===== config.mk =====
export PLATFORM = sky130hd
export DESIGN_NAME = rr_grant_scheduler
export DESIGN_NICKNAME = d
export VERILOG_FILES = /design/src/rtl/rr_grant_scheduler.sv
export SDC_FILE = /design/constraint.sdc
export NUM_CORES = 1
export LEC_CHECK = 0
export BUFFER_PORTS_ARGS = -buffer_cell sky130_fd_sc_hd__clkbuf_2
export CAP_MARGIN = 0
export CELL_PAD_IN_SITES_DETAIL_PLACEMENT = 0
export CELL_PAD_IN_SITES_GLOBAL_PLACEMENT = 1
export CORE_MARGIN = 5
export CORE_UTILIZATION = 45
export CTS_CLUSTER_SIZE = 30
export DETAILED_ROUTE_END_ITERATION = 7
export PLACE_DENSITY = 0.86
export SLEW_MARGIN = 20
export SYNTH_ARGS = -nofsm -noshare
export SYNTH_HDL_FRONTEND = slang
export SYNTH_SLANG_ARGS = --single-unit

===== constraint.sdc =====
create_clock -name clk_i -period 4.91 [get_ports clk_i]
set_clock_uncertainty 0.15 [all_clocks]
set_input_delay 0.7365 -clock clk_i [delete_from_list [all_inputs] [get_ports clk_i]]
set_output_delay 0.7365 -clock clk_i [all_outputs]
set_load 0.01 [all_outputs]

===== src/rtl/rr_grant_scheduler.sv =====
// ---------------------------------------------------------------------------
// rr_grant_demux
//   One-to-N demultiplexer: routes data_i onto the output bit chosen by
//   select_i. Select values at or above N give an all-zero output, so the
//   result has at most one bit set.
//
//   data_i    in   1        bit to route
//   select_i  in   SEL_W    destination index
//   data_o    out  N        routed vector
// ---------------------------------------------------------------------------
module rr_grant_demux #(
    parameter int N     = 8,
    parameter int SEL_W = 3
) (
    input  logic             data_i,
    input  logic [SEL_W-1:0] select_i,
    output logic [N-1:0]     data_o
);

    always_comb begin
        data_o = '0;
        for (int i = 0; i < N; i++) begin
            if (select_i == SEL_W'(i)) begin
                data_o[i] = data_i;
            end
        end
    end

endmodule

// ---------------------------------------------------------------------------
// rr_grant_scheduler
//   Round-robin scheduler sharing one resource among NUM_REQ requesters.
//   A grant is held for a whole transaction and released on done_i, on the
//   grantee dropping its request, or when the hold timer expires. On a
//   release the next grantee is chosen in the same cycle, so back-to-back
//   grants have no idle bubble.
//
//   clk_i          in   1         clock, rising edge
//   arst_ni        in   1         asynchronous active-low reset
//   req_i          in   NUM_REQ   request levels
//   done_i         in   1         grantee finished (ignored while idle)
//   grant_o        out  NUM_REQ   one-hot grant, zero when idle
//   grant_idx_o    out  IDX_W     index of the current grantee
//   grant_valid_o  out  1         a grant is active
//   timeout_o      out  1         one-cycle pulse: grant revoked by timer
//
//   state | meaning
//   IDLE  | no grant active, arbitrate from r_ptr every cycle
//   BUSY  | grant active, hold timer running
// ---------------------------------------------------------------------------
module rr_grant_scheduler #(
    parameter int NUM_REQ  = 8,
    parameter int MAX_HOLD = 16
) (
    input  logic                       clk_i,
    input  logic                       arst_ni,
    input  logic [NUM_REQ-1:0]         req_i,
    input  logic                       done_i,
    output logic [NUM_REQ-1:0]         grant_o,
    output logic [$clog2(NUM_REQ)-1:0] grant_idx_o,
    output logic                       grant_valid_o,
    output logic                       timeout_o
);

    localparam int IDX_W = $clog2(NUM_REQ);
    localparam int CNT_W = $clog2(MAX_HOLD);

    typedef enum logic {
        ST_IDLE = 1'b0,
        ST_BUSY = 1'b1
    } state_t;

    state_t             r_state;
    state_t             w_state_nxt;
    logic [IDX_W-1:0]   r_ptr;
    logic [IDX_W-1:0]   w_ptr_nxt;
    logic [IDX_W-1:0]   r_grant_idx;
    logic [IDX_W-1:0]   w_grant_idx_nxt;
    logic               r_grant_valid;
    logic               w_grant_valid_nxt;
    logic               r_timeout;
    logic               w_timeout_nxt;
    logic [CNT_W-1:0]   r_hold_cnt;
    logic [CNT_W-1:0]   w_hold_cnt_nxt;

    logic [NUM_REQ-1:0] w_grant_vec;
    logic [NUM_REQ-1:0] w_cand;
    logic [IDX_W-1:0]   w_start;
    logic [IDX_W-1:0]   w_ptr_rel;
    logic [IDX_W-1:0]   w_win_idx;
    logic               w_win_hit;
    logic               w_done_rel;
    logic               w_drop_rel;
    logic               w_tmo_rel;
    logic               w_release;

    // -----------------------------------------------------------------------
    // Grant vector decode
    // -----------------------------------------------------------------------
    rr_grant_demux #(
        .N     (NUM_REQ),
        .SEL_W (IDX_W)
    ) u_grant_demux (
        .data_i   (r_grant_valid),
        .select_i (r_grant_idx),
        .data_o   (w_grant_vec)
    );

    // -----------------------------------------------------------------------
    // Release conditions
    // -----------------------------------------------------------------------
    assign w_done_rel = done_i;
    assign w_drop_rel = ~req_i[r_grant_idx];
    assign w_tmo_rel  = (r_hold_cnt == CNT_W'(MAX_HOLD - 1));
    assign w_release  = (r_state == ST_BUSY) & (w_done_rel | w_drop_rel | w_tmo_rel);

    // Pointer after a release; explicit wrap so NUM_REQ need not be 2^n.
    assign w_ptr_rel = (r_grant_idx == IDX_W'(NUM_REQ - 1)) ? '0
                                                             : r_grant_idx + IDX_W'(1);

    // -----------------------------------------------------------------------
    // Winner search. The current grantee is masked out of the candidates
    // (grant vector is zero while idle, so idle arbitration sees raw req_i).
    // While busy the scan starts from the post-release pointer; the result
    // is only used when a release actually happens.
    // -----------------------------------------------------------------------
    assign w_cand  = req_i & ~w_grant_vec;
    assign w_start = (r_state == ST_BUSY) ? w_ptr_rel : r_ptr;

    // Two passes give the circular scan: first [start, NUM_REQ-1], then the
    // wrapped part [0, start-1], which is only reached when pass one missed.
    always_comb begin
        w_win_hit = 1'b0;
        w_win_idx = '0;
        for (int i = 0; i < NUM_REQ; i++) begin
            if (!w_win_hit && w_cand[i] && (IDX_W'(i) >= w_start)) begin
                w_win_hit = 1'b1;
                w_win_idx = IDX_W'(i);
            end
        end
        for (int i = 0; i < NUM_REQ; i++) begin
            if (!w_win_hit && w_cand[i]) begin
                w_win_hit = 1'b1;
                w_win_idx = IDX_W'(i);
            end
        end
    end

    // -----------------------------------------------------------------------
    // Next-state logic
    // -----------------------------------------------------------------------
    always_comb begin
        w_state_nxt       = r_state;
        w_ptr_nxt         = r_ptr;
        w_grant_idx_nxt   = r_grant_idx;
        w_grant_valid_nxt = r_grant_valid;
        w_hold_cnt_nxt    = r_hold_cnt;
        w_timeout_nxt     = 1'b0;

        case (r_state)
            ST_IDLE: begin
                if (w_win_hit) begin
                    w_state_nxt       = ST_BUSY;
                    w_grant_idx_nxt   = w_win_idx;
                    w_grant_valid_nxt = 1'b1;
                    w_hold_cnt_nxt    = '0;
                end
            end
            ST_BUSY: begin
                if (w_release) begin
                    w_ptr_nxt      = w_ptr_rel;
                    w_hold_cnt_nxt = '0;
                    // Timer pulse only when nothing else caused the release.
                    w_timeout_nxt  = w_tmo_rel & ~w_done_rel & ~w_drop_rel;
                    if (w_win_hit) begin
                        w_grant_idx_nxt = w_win_idx;
                    end else begin
                        w_state_nxt       = ST_IDLE;
                        w_grant_valid_nxt = 1'b0;
                    end
                end else begin
                    w_hold_cnt_nxt = r_hold_cnt + CNT_W'(1);
                end
            end
            default: begin
                w_state_nxt       = ST_IDLE;
                w_grant_valid_nxt = 1'b0;
                w_hold_cnt_nxt    = '0;
            end
        endcase
    end

    // -----------------------------------------------------------------------
    // State registers
    // -----------------------------------------------------------------------
    always_ff @(posedge clk_i or negedge arst_ni) begin
        if (!arst_ni) begin
            r_state       <= ST_IDLE;
            r_ptr         <= '0;
            r_grant_idx   <= '0;
            r_grant_valid <= 1'b0;
            r_hold_cnt    <= '0;
            r_timeout     <= 1'b0;
        end else begin
            r_state       <= w_state_nxt;
            r_ptr         <= w_ptr_nxt;
            r_grant_idx   <= w_grant_idx_nxt;
            r_grant_valid <= w_grant_valid_nxt;
            r_hold_cnt    <= w_hold_cnt_nxt;
            r_timeout     <= w_timeout_nxt;
        end
    end

    assign grant_o       = w_grant_vec;
    assign grant_idx_o   = r_grant_idx;
    assign grant_valid_o = r_grant_valid;
    assign timeout_o     = r_timeout;

endmodule


# ---- Yosys cells after proc, flatten, opt, wreduce, memory -nomap -nowiden
# Index checks and enable logic that the tools add are counted.
dict set report word_totals {
  register_bits 13
  input_bits 11
}
dict set report classes {
  n_addsub 2
  order_cmp 9
  eq_ne 11
  n_mux 58
  n_bitwise 10
  n_reduce_logical 41
}
# operator n
set op_table {}
lappend op_table {{$mux W3} 16}
lappend op_table {{$mux W1} 33}
lappend op_table {{$logic_and A1 B1 Y1} 23}
lappend op_table {{$logic_not A1 Y1} 15}
lappend op_table {{$eq A3 B3 Y1 const B} 4}
lappend op_table {{$ge A3 B3 Y1 const A} 4}
lappend op_table {{$and A8 B8 Y8} 1}
lappend op_table {{$mux W4} 2}
lappend op_table {{$not A8 Y8} 1}
lappend op_table {{$pmux W4 S2} 1}
lappend op_table {{$eq A3 B2 Y1 const B} 2}
lappend op_table {{$ge A1 B3 Y1 const A} 2}
lappend op_table {{$ge A2 B3 Y1 const A} 2}
lappend op_table {{$pmux W3 S2} 1}
lappend op_table {{$add A4 B1 Y4 const B} 1}
lappend op_table {{$eq A4 B4 Y1 const B} 1}
lappend op_table {{$lt A3 B4 Y1 const B} 1}
lappend op_table {{$mux W2} 2}
lappend op_table {{$ne A2 B2 Y1 const B} 2}
lappend op_table {{$pmux W1 S2} 2}
lappend op_table {{$add A3 B1 Y3 const B} 1}
lappend op_table {{$and A1 B1 Y1} 3}
lappend op_table {{$bmux W1 S3} 1}
lappend op_table {{$eq A3 B1 Y1 const B} 1}
lappend op_table {{other kinds (6)} 9}

# ---- Longest topological paths before layout
dict set report logic_depth {
  depth_word 61
  depth_mapped 12
  depth_no_buf 11
}

# ---- Hierarchy
# Synthesis repeated with hierarchy kept, for this count alone.
dict set report hier_totals {
  cells_unflattened 116
  hier_area_um2 1096.1
}
# module instances cells_each area_per_inst_um2
set modules_own_cells {}
lappend modules_own_cells {rr_grant_scheduler 1 108 1001.0}
lappend modules_own_cells {rr_grant_demux 1 8 95.1}

# ---- Least setup slack after synthesis
# OpenSTA, ideal clock, no wires.
dict set report synth_path {
  path_kind {reg2reg}
  start {register r_grant_idx[0] (netlist: grant_idx_o[0])}
  end {register r_hold_cnt[0]}
  setup_time_ps 125
  arrival_ps 2563
  slack_ps 2072
  stages_incl_launch_ff 11
  cell_sequence {dfrtp_1 > ha_1 > ha_1 > or3b_1 > a22oi_2 > o21ai_2 > nor4_1 > and2_1 > ha_1 > nor2_1 > mux2_2}
}
dict set report synth_via {
  elab_chain_len 59
}
# item line_no
set synth_lines {}
lappend synth_lines {{start: declaration} 78} ;# logic [IDX_W-1:0] r_grant_idx;
lappend synth_lines {{start signal: assignment} 208} ;# r_grant_idx <= w_grant_idx_nxt;
lappend synth_lines {{$add A3 B1 Y3 (tied with other cells)} 120} ;# : r_grant_idx + IDX_W'(1);
lappend synth_lines {{$mux W3 / $mux W1 (equally long branches)} {119, 23}}
lappend synth_lines {{$mux W3 / $not A8 Y8 (equally long branches)} {129, 128}}
lappend synth_lines {{$ge A1 B3 Y1 / $and A8 B8 Y8 (equally long branches)} {137, 128}}
lappend synth_lines {{$logic_and A1 B1 Y1} 137} ;# if (!w_win_hit && w_cand[i] && (IDX_W'(i) >= w_start)) begin
lappend synth_lines {{$mux W1} 137}
lappend synth_lines {{$logic_not A1 Y1} 137}
lappend synth_lines {{$logic_and A1 B1 Y1 (2 in series)} 137}
lappend synth_lines {{[... 42 more ...]} --}
lappend synth_lines {{$mux W1} 143} ;# if (!w_win_hit && w_cand[i]) begin
lappend synth_lines {{$logic_not A1 Y1} 143}
lappend synth_lines {{$logic_and A1 B1 Y1} 143}
lappend synth_lines {{$mux W1} 143}
lappend synth_lines {{$logic_not A1 Y1} 143}
lappend synth_lines {{$logic_and A1 B1 Y1} 143}
lappend synth_lines {{$mux W1} 143}
lappend synth_lines {{$ne A2 B2 Y1 (no line)} --}
lappend synth_lines {{end signal: assignment} 210} ;# r_hold_cnt <= w_hold_cnt_nxt;
lappend synth_lines {{end: declaration} 84} ;# logic [CNT_W-1:0] r_hold_cnt;
# Several ways; a longest one is shown, not always the timed one. The select of a mux whose other input is x is not followed.
# A chain may end at the register's enable or synchronous reset.

# ---- Worst setup path in the final report
# Ends and elaborated chain as after synthesis.

==> run_results.csv <==
group,metric,value,unit
status,outcome,"finished clean",
clock_network,clock_path_buffers,2,
routing,vias_per_cell,6.18,
place,port_buffers,23,
timing,worst_slack,1.77,ns
global_routing,grt_util_met3,0.0409,
place,dp_cells,191,
timing,fin_crit_sh,0.639,
clock_network,worstSkewPairLatency,0.27,ns
synth,synth_cells,140,
clock_network,ctsHoldBuffers,0,
routing,vias,1206,
power,ir_worst_vdd,0.302,mV
worst_setup_path,crit_path_start_kind,"flip-flop",
final_layout,fill_cells,271,
floorplanning,core.rowCount,19,
synth,synth_fp_nets,159,
routing,ant_nets,0,
global_routing,grt_max_degree,16,
clock_network,numClockSinks,13,
synth,async_flop_share,1.00,
final_layout,fin_nets,184,
flow_run,cap_violations,0,
clock_network,post_cts_resized,0,
timing,worst_pin_slew,0.779,ns
clock_network,cts_tree,"built",
synth,synth_top_area_frac,0.254,
power,p_leak,0.734,nW
routing,routed_wl,3420,um
floorplanning,die_w,63.3,um
final_layout,final-seq-area,325,um^2
synth,synth-edff-count,0,
final_layout,multiInputGateArea,881,um^2
final_layout,layout-drive-gt1-share,0.262,
global_routing,grt_pass1_vias,1242,
timing,max_freq,0.319,GHz
synth,ys_seq_area_frac,0.254,
timing,rsz0062_at_grt,"false",
clock_network,cts_max_level,1,
timing,hold_viol_final,0,
place,place_area,1410,um^2
timing,post-route-min-period,3.14,ns
final_layout,stdcell_count,195,
floorplanning,die_area,4010,um^2
clock_network,cts-buffers-inserted,3,
synth,avgSynthCellArea,9.13,um^2
routing,first_iter_violations,88,
timing,final_max_slew_viol_count,0,
floorplanning,initial_core_util,0.468,
timing,tns,0,ns
final_layout,area_growth,12.3,%
global_routing,grt-busiest-layer,"met2",
worst_setup_path,cp.arrival,3.15,ns
timing,setup_violations,0,
worst_setup_path,reg2reg_depth,10,
worst_setup_path,crit_required,4.93,ns
power,finalPower,0.765,mW
final_layout,diodes,0,
clock_network,postCtsSetupBuffers,0,
synth,synth_flop_cell,"dfrtp_1",
place,pre_cts_slack,1.84,ns
place,gp_congestion,0.961,
worst_hold_path,hold_class,"in2async",
synth,synth-seq-cells,13,
routing,drc,0,
synth,yosys_warnings,0,
global_routing,grt_pass1_wl,5730,um
routing,wl_per_cell,17.5,um
clock_network,clockRootBuffer,"clkbuf_4",
clock_network,clk_pin_slew,0.08,ns
routing,drt_pass1_iterations,4,
floorplanning,die_h,63.3,um
global_routing,met2_usage,0.317,
power,p_per_area,533,nW/um^2
place,post-dp-hpwl,2790,um
floorplanning,ios,24,
synth,netlist_area,1280,um^2
worst_setup_path,critical_path.endpoint_type,"flip-flop",
synth,synth.distinct_cells,53,
global_routing,grt.overflow.total,0,
timing,relSlewSlack,0.476,
final_layout,fin_area,1440,um^2
global_routing,grt_use_total,0.176,
worst_setup_path,crit_fanout,9,
worst_setup_path,criticalPathCategory,"reg2reg",
floorplanning,coreArea,2730,um^2
synth,synth_top_area_cell,"dfrtp_1",
global_routing,antenna_found_initial,0,
global_routing,grt_use_met1,0.193,
synth,yosys-top-cells-area,"dfrtp_1 25%, ha_1 7.8%, mux4_1 4.1%, inv_1 3.5%, mux2_2 3.5%",
metal layers:
metal / wire length (um) / share of wire / vias to the layer above
met3: 244 / 0.071 / 10
met2: 1680 / 0.49 / 48
met4: 125 / 0.037 / 0
li1: - / - / 579
met5: 0 / 0 / -
met1: 1370 / 0.40 / 569
worst paths after layout:
path,start,end,slack (ns)
max,grant_idx_o[0],r_hold_cnt[0],1.77
min,arst_ni,r_hold_cnt[0],0.19
max reg2reg,grant_idx_o[0],r_hold_cnt[0],1.77
min reg2reg,r_hold_cnt[1],r_hold_cnt[1],0.40
max in group asynchronous,arst_ni,grant_idx_o[1],4.18
min in group clk_i,r_hold_cnt[1],r_hold_cnt[1],0.40
sequential cells by signal (all words and copies together), names as in the netlist:
signal and flops:
grant_valid_o 1, r_hold_cnt 4, timeout_o 1, grant_idx_o 3, r_state 1, r_ptr 3
cells in the mapped netlist (4+ instances only):
library cell	count
and2_1	4
nand2_1	11
dfrtp_1	13
nand3b_1	5
nor2b_1	4
nor2_1	8
nand2b_1	5
nand3_1	7
inv_1	12
mux2_2	4
ha_1	8
a22o_1	4
area by class of cell:
type / instances / share of cell area
sequential: 13 / 0.226
multi-input combinational: 111 / 0.613
inverter: 13 / 0.0340
timing repair buffer: 23 / 0.0801
clock buffer: 3 / 0.0157
tap: 31 / 0.0270
clock inverter: 1 / 0.00348
where the power goes:
part	total [mW]	switching (mW)	internal, mW
clock	0.0658	0.0356	0.0302
sequential	0.197	0.0552	0.142
combinational	0.503	0.261	0.242
total	0.765	0.352	0.414
metrics by stage:
stage                      util  hold slack (ns)
after floorplan               -            0.291
after global placement    0.515            0.369
after detailed placement  0.515            0.361
after CTS                 0.525            0.193
after global routing      0.525            0.205
final                     0.525            0.187
cells in the final DEF (no fill, tap or decap), drive strengths merged, types with 2 or more instances in the layout:
| master | Yosys | layout |
|---|---|---|
| nand2b | 6 | 6 |
| nor3 | 3 | 3 |
| o221ai | 3 | 3 |
| a21oi | 3 | 3 |
| dfrtp | 13 | 13 |
| a22o | 4 | 4 |
| mux4 | 2 | 2 |
| mux2 | 5 | 5 |
| and3 | 2 | 2 |
| and2 | 5 | 5 |
| o21ai | 4 | 4 |
| ha | 8 | 8 |
| nand3b | 5 | 5 |
| a41oi | 2 | 2 |
| nand3 | 7 | 7 |
| mux2i | 3 | 3 |
| nor2b | 4 | 4 |
| a21o | 2 | 2 |
| nand2 | 11 | 11 |
| nand4 | 2 | 2 |
| clkbuf | 0 | 26 |
| inv | 13 | 13 |
| nor4 | 3 | 3 |
| nor2 | 8 | 8 |
| o22a | 2 | 2 |
cells by family after synthesis:
| family | Yosys count | synth area share |
|---|---|---|
| AOI/OAI and AO/OA | 30 | 0.197 |
| adders and majority gates | 8 | 0.0783 |
| and+or+nand+nor | 63 | 0.302 |
| buffers and inverters | 16 | 0.0567 |
| muxes | 10 | 0.112 |
| DFF | 13 | 0.254 |
critical path: stages (launching register included):
cell and delay [ns]:
dfrtp_1 0.49, ha_1 0.27, ha_1 0.22, or3b_1 0.40
a22oi_2 0.22, o21ai_2 0.11, nor4_1 0.31, and2_1 0.21
ha_1 0.26, nor2_1 0.11, mux2_2 0.27
(Power assumes the default switching activity.)
